[config.mk]
export PLATFORM = sky130hd
export DESIGN_NAME = fifo_rr_arbiter
export DESIGN_NICKNAME = d
export VERILOG_FILES = /design/src/rtl/fifo_rr_arbiter.sv
export SDC_FILE = /design/constraint.sdc
export NUM_CORES = 1
export LEC_CHECK = 0
export ABC_AREA = 0
export BUFFER_PORTS_ARGS = -buffer_cell sky130_fd_sc_hd__buf_2
export CORE_ASPECT_RATIO = 1.2
export CORE_MARGIN = 2
export CORE_UTILIZATION = 47
export CTS_CLUSTER_DIAMETER = 120
export DETAILED_ROUTE_END_ITERATION = 8
export PLACE_DENSITY = 0.78
export SETUP_SLACK_MARGIN = 0.05
export SLEW_MARGIN = 30
export SYNTH_ARGS = -nofsm -noshare
export SYNTH_HDL_FRONTEND = slang
export SYNTH_SLANG_ARGS = --single-unit
[constraint.sdc]
create_clock -name clk -period 2.1 [get_ports clk]
set_clock_uncertainty 0.1 [all_clocks]
set_input_delay 0.42 -clock clk [delete_from_list [all_inputs] [get_ports clk]]
set_output_delay 0.42 -clock clk [all_outputs]
set_load 0.005 [all_outputs]
[src/rtl/fifo_rr_arbiter.sv]
// Round-robin arbiter that drains four upstream FIFOs into one downstream FIFO.
// Each word takes POP (read strobe) then CAPT (sample data); push follows CAPT.
module fifo_rr_arbiter #(
    parameter int DATA_SIZE = 4,
    parameter int N_REQ     = 4
) (
    input  logic                 clk,
    input  logic                 reset,
    input  logic [N_REQ-1:0]     fifo_empty_in,
    input  logic [DATA_SIZE-1:0] data_in0,
    input  logic [DATA_SIZE-1:0] data_in1,
    input  logic [DATA_SIZE-1:0] data_in2,
    input  logic [DATA_SIZE-1:0] data_in3,
    input  logic                 pause_in,
    output logic [N_REQ-1:0]     pop_out,
    output logic                 push_out,
    output logic [DATA_SIZE-1:0] data_out,
    output logic [1:0]           grant_id,
    output logic [7:0]           sent_count,
    output logic                 arb_idle
);

    typedef enum logic [1:0] {
        IDLE = 2'd0,
        POP  = 2'd1,
        CAPT = 2'd2
    } state_t;

    state_t                 state_reg;
    logic [1:0]             rr_ptr_reg;
    logic [1:0]             winner_reg;

    logic [1:0]             cand_idx [N_REQ];
    logic [N_REQ-1:0]       cand_ok;
    logic                   win_valid;
    logic [1:0]             win_idx;
    logic                   arbitrate;
    logic [DATA_SIZE-1:0]   data_sel;

    // Candidate gi is the requester gi places after the round-robin pointer.
    generate
        for (genvar gi = 0; gi < N_REQ; gi++) begin : g_cand
            assign cand_idx[gi] = rr_ptr_reg + 2'(gi);
            assign cand_ok[gi]  = ~fifo_empty_in[cand_idx[gi]];
        end
    endgenerate

    // Walk from the farthest candidate back so the nearest eligible one wins.
    always_comb begin
        win_valid = 1'b0;
        win_idx   = rr_ptr_reg;
        for (int k = N_REQ - 1; k >= 0; k--) begin
            if (cand_ok[k]) begin
                win_valid = 1'b1;
                win_idx   = cand_idx[k];
            end
        end
    end

    assign arbitrate = (state_reg != POP) && !pause_in && win_valid;

    always_comb begin
        case (winner_reg)
            2'd0:    data_sel = data_in0;
            2'd1:    data_sel = data_in1;
            2'd2:    data_sel = data_in2;
            default: data_sel = data_in3;
        endcase
    end

    always_ff @(posedge clk) begin
        if (reset) begin
            state_reg  <= IDLE;
            rr_ptr_reg <= 2'd0;
            winner_reg <= 2'd0;
            pop_out    <= '0;
            push_out   <= 1'b0;
            data_out   <= '0;
            grant_id   <= 2'd0;
            sent_count <= 8'd0;
        end else begin
            pop_out  <= '0;
            push_out <= 1'b0;
            case (state_reg)
                IDLE, CAPT: begin
                    if (state_reg == CAPT) begin
                        data_out   <= data_sel;
                        grant_id   <= winner_reg;
                        push_out   <= 1'b1;
                        sent_count <= sent_count + 8'd1;
                    end
                    if (arbitrate) begin
                        state_reg  <= POP;
                        pop_out    <= {{(N_REQ-1){1'b0}}, 1'b1} << win_idx;
                        winner_reg <= win_idx;
                        rr_ptr_reg <= win_idx + 2'd1;
                    end else begin
                        state_reg <= IDLE;
                    end
                end
                POP:     state_reg <= CAPT;
                default: state_reg <= IDLE;
            endcase
        end
    end

    assign arb_idle = (state_reg == IDLE);

endmodule

# Word-level counts from Yosys, hierarchy flattened
# Index checks and enable logic that the tools add are counted.
# classes
reduce_logical	10
n_shift	1
n_mux	20
magnitude_cmp	4
add_sub_neg	5
n_eq_ne	5
n_bitwise	2
# op_table
cell	count
2-bit by 3-bit less-than comparator with 1-bit output, second input constant	4
4-bit case mux with 3 select lines	1
1-bit 2-to-1 mux	10
8-bit by 1-bit adder with 8-bit output, second input constant	1
1-bit binary-select mux with 2-bit select	4
2-bit 2-to-1 mux	4
2-bit by 1-bit adder with 2-bit output, second input constant	2
2-bit adder, second input constant	2
2-bit by 1-bit equality test with 1-bit output, second input constant	2
2-bit equality test, second input constant	2
2-bit logical NOT	2
2-bit case mux with 2 select lines	1
2-bit AND reduction	2
2-bit OR reduction	2
1-bit by 2-bit << shifter with 4-bit output, first input constant	1
3-bit OR reduction	1
1-bit logical AND	2
2-bit by 1-bit != test with 1-bit output, second input constant	1
1-bit inverter	2
1-bit logical NOT	1
# totals
reg_bits	25

# Depth between registers and ports, before layout
# depth
depth_word	10
ltp_mapped	5

# Least setup slack after synthesis
# No wires, ideal clock.
# synth_path
kind	input port to flip-flop
from	input fifo_empty_in[2]
to	register rr_ptr_reg[1]
setup_time_ns	0.079
stages	5
t_required_ns	1.921
t_arrival_ns	1.354
path_slack_ns	0.566
cell_sequence	inv_2 > o31a_2 > a22o_1 > xnor2_1 > a211oi_2
# synth_via
elab_chain_len	8
# synth_rtl
element	line_no	rtl
start: declaration	9	input logic [N_REQ-1:0] fifo_empty_in,
parallel branches: the longest is 8 deep, another holds 2-bit by 1-bit adder with 2-bit output	--	
end signal: assignment	96	rr_ptr_reg <= win_idx + 2'd1;
end: declaration	30	logic [1:0] rr_ptr_reg;
# Parallel ways; which one is timed is not known. The select of a mux whose other input is x is not followed.
# A chain may end at the register's enable or synchronous reset.

# Worst setup path in the final report
# layout_path
from	register rr_ptr_reg[1]
to	register rr_ptr_reg[1]
# layout_via
elab_chain_len	9
# layout_rtl
element
parallel branches: the longest is 9 deep, another holds 2-bit adder
# Parallel ways; which one is timed is not known. The select of a mux whose other input is x is not followed.

==> impl_metrics.yaml <==
status:
  outcome: "completed"
synthesis:
  syn-num-nets: 139
  synth_area_mm2: 0.00109
  yosys_warnings: 0
  synthCells: 115
  synth-main-ff-cell: "dfxtp_1"
  seq_area_frac_synth: 0.459
  ys_ff_latch: 25
  ys_types: 33
  synth_edf_count: 0
  synthArstFlopShare: 0
  syn_avg_cell_area_um2: 9.49
sta:
  setup_viol_count_final: 0
  final-max-slew-violation-count: 0
  setup_tns_ps: 0
  slew_headroom: 0.676
  finalCritPeriodShare: 0.772
  fmax_mhz: 617
  fin_crit_ps: 1620
  worstMarginPinSlew_ps: 481
  rsz0062_at_grt: "false"
  hold_viol: 0
global_route:
  antenna_found_initial: 0
  grt_usage: 0.178
  grt_start_max_net_pins: 22
  grt_overflow: 0
  grt_pass1_vias: 903
  grt_first_pass_wirelength_mm: 3.58
placement:
  dp.cells: 184
  dp.final_hpwl_mm: 1.67
  place_congestion: 0.747
  io_buffers: 42
floorplan:
  coreArea_mm2: 0.00223
  die_w_um: 48.0
  initial_core_util: 0.488
  dieHeight_um: 56.8
  rows: 19
  floorplan.die_area_mm2: 0.00272
  ios: 43
setup_path:
  criticalPathCategory: "register to register"
  crit_path_max_fanout: 7
  timing.rr.start: "rr_ptr_reg[1]"
  end_kind: "register"
  startpoint_type: "register"
  cp.required_ps: 2240
  cp-startpoint: "rr_ptr_reg[1]"
  cp.arrival_ps: 1760
job:
  drv_cap: 0
cells_and_area:
  drive_gt1_frac: 0.363
  largest_reg_flops: 8
  layout_commonest_cell: "buf_2"
  area.growth.synth_to_final_pct: 24.3
  fin_nets: 182
  fin_cells: 188
  antenna_cells: 0
  largest_register: "sent_count"
  mostFrequentLayoutCells: "buf_2, dfxtp_1, nand2_1"
  largestRegisters: "sent_count (8), data_out (4), pop_out (4)"
power_and_ir_drop:
  power_uw: 844
  leakage_uw: 0.000589
  power-per-cell-area_mw_per_mm2: 622
  ir_drop_mv: 0.431
clock_tree:
  clock-sinks: 25
  holdBufCountCts: 0
  cts_tree: "built"
  cts_setup_buffers: 0
  clk_pin_slew_ps: 130
  cts_buffers: 3
  cts_buffer_depth: 2
  cts_root_buf: "clkbuf_4"
  cts_resized: 0
  clock_latency_ps: 300
  cts.htree.levels: 1
routing:
  wl_per_cell_um: 11.4
  via_per_inst: 5.06
  wl_mm: 2.14
  drt-pass1-iter-count: 4
  drtIter0Drc: 12
  routed-via-count: 952
  route.detailed.drc: 0
  ant_nets: 0
min_path:
  hold_class: "input port to register"
  hold_start: "pause_in"
## metal layers
layer  track usage  share of wire  up-vias
met2         0.305           0.54       21
met4        0.0695         0.0089        0
met5             0              0        -
met3        0.0289          0.038        2
li1              -              -      486
met1         0.207           0.42      443
## metrics by stage
step / util / instance area, µm² / hold WS (ps) / setup WS [ps]
floorplan: - / 1090 / 337 / 566
global placement: 0.595 / 1330 / 341 / 405
detailed placement: 0.595 / 1330 / 343 / 302
CTS: 0.607 / 1360 / 215 / 478
global route: 0.607 / 1360 / 215 / 381
finish: 0.607 / 1360 / 221 / 479
## final cells by class
type,count,area [µm²]
clock buffer,3,22.5
fill,215,878
tap,31,38.8
clock inverter,1,5.00
sequential,25,500
timing repair buffer,43,218
inverter,2,7.51
multi-input combinational,83,564
## worst max-delay path, stage by stage, from the launching register on
cell      delay, ps
dfxtp_1         400
o31a_2          390
a22o_1          290
xnor2_1         150
a211oi_2        230
## cells by family (layout without fill, tap and decap cells)
logic type	after synthesis	in the layout	synth area share
fa+ha+maj	1	1	0.0115
xor+xnor	6	6	0.0482
buf+inv	7	49	0.0241
mux	6	6	0.101
simple gates	50	50	0.218
compound gates	20	20	0.139
flops	25	25	0.459
## path summary, 6_finish.rpt
check                       end  slack (ps)  cells past startpoint
setup / recovery  rr_ptr_reg[1]         480                      4
hold / removal     state_reg[0]         220                      2
setup reg to reg  rr_ptr_reg[1]         480                      4
hold reg to reg     data_out[3]         360                      2
## synth_stat cells (2+ instances only)
| library cell | instances | area, µm² |
|---|---|---|
| dfxtp_1 | 25 | 500 |
| a21oi_1 | 9 | 45.0 |
| o21ai_0 | 3 | 15.0 |
| mux2i_1 | 2 | 20.0 |
| xnor2_1 | 2 | 17.5 |
| mux4_2 | 4 | 90.1 |
| clkbuf_1 | 5 | 18.8 |
| nand4_1 | 3 | 18.8 |
| nor2_1 | 16 | 60.1 |
| xor2_1 | 4 | 35.0 |
| nand2_1 | 18 | 67.6 |
| nand2b_1 | 2 | 12.5 |
| or3_1 | 2 | 12.5 |
## power by group
group / internal, µW / total, µW / switching [µW]
clock network: 71.1 / 207 / 136
logic: 68.7 / 128 / 59.1
registers: 491 / 510 / 18.7
total: 631 / 844 / 213
Note: power is estimated with default switching activity, not from simulation.
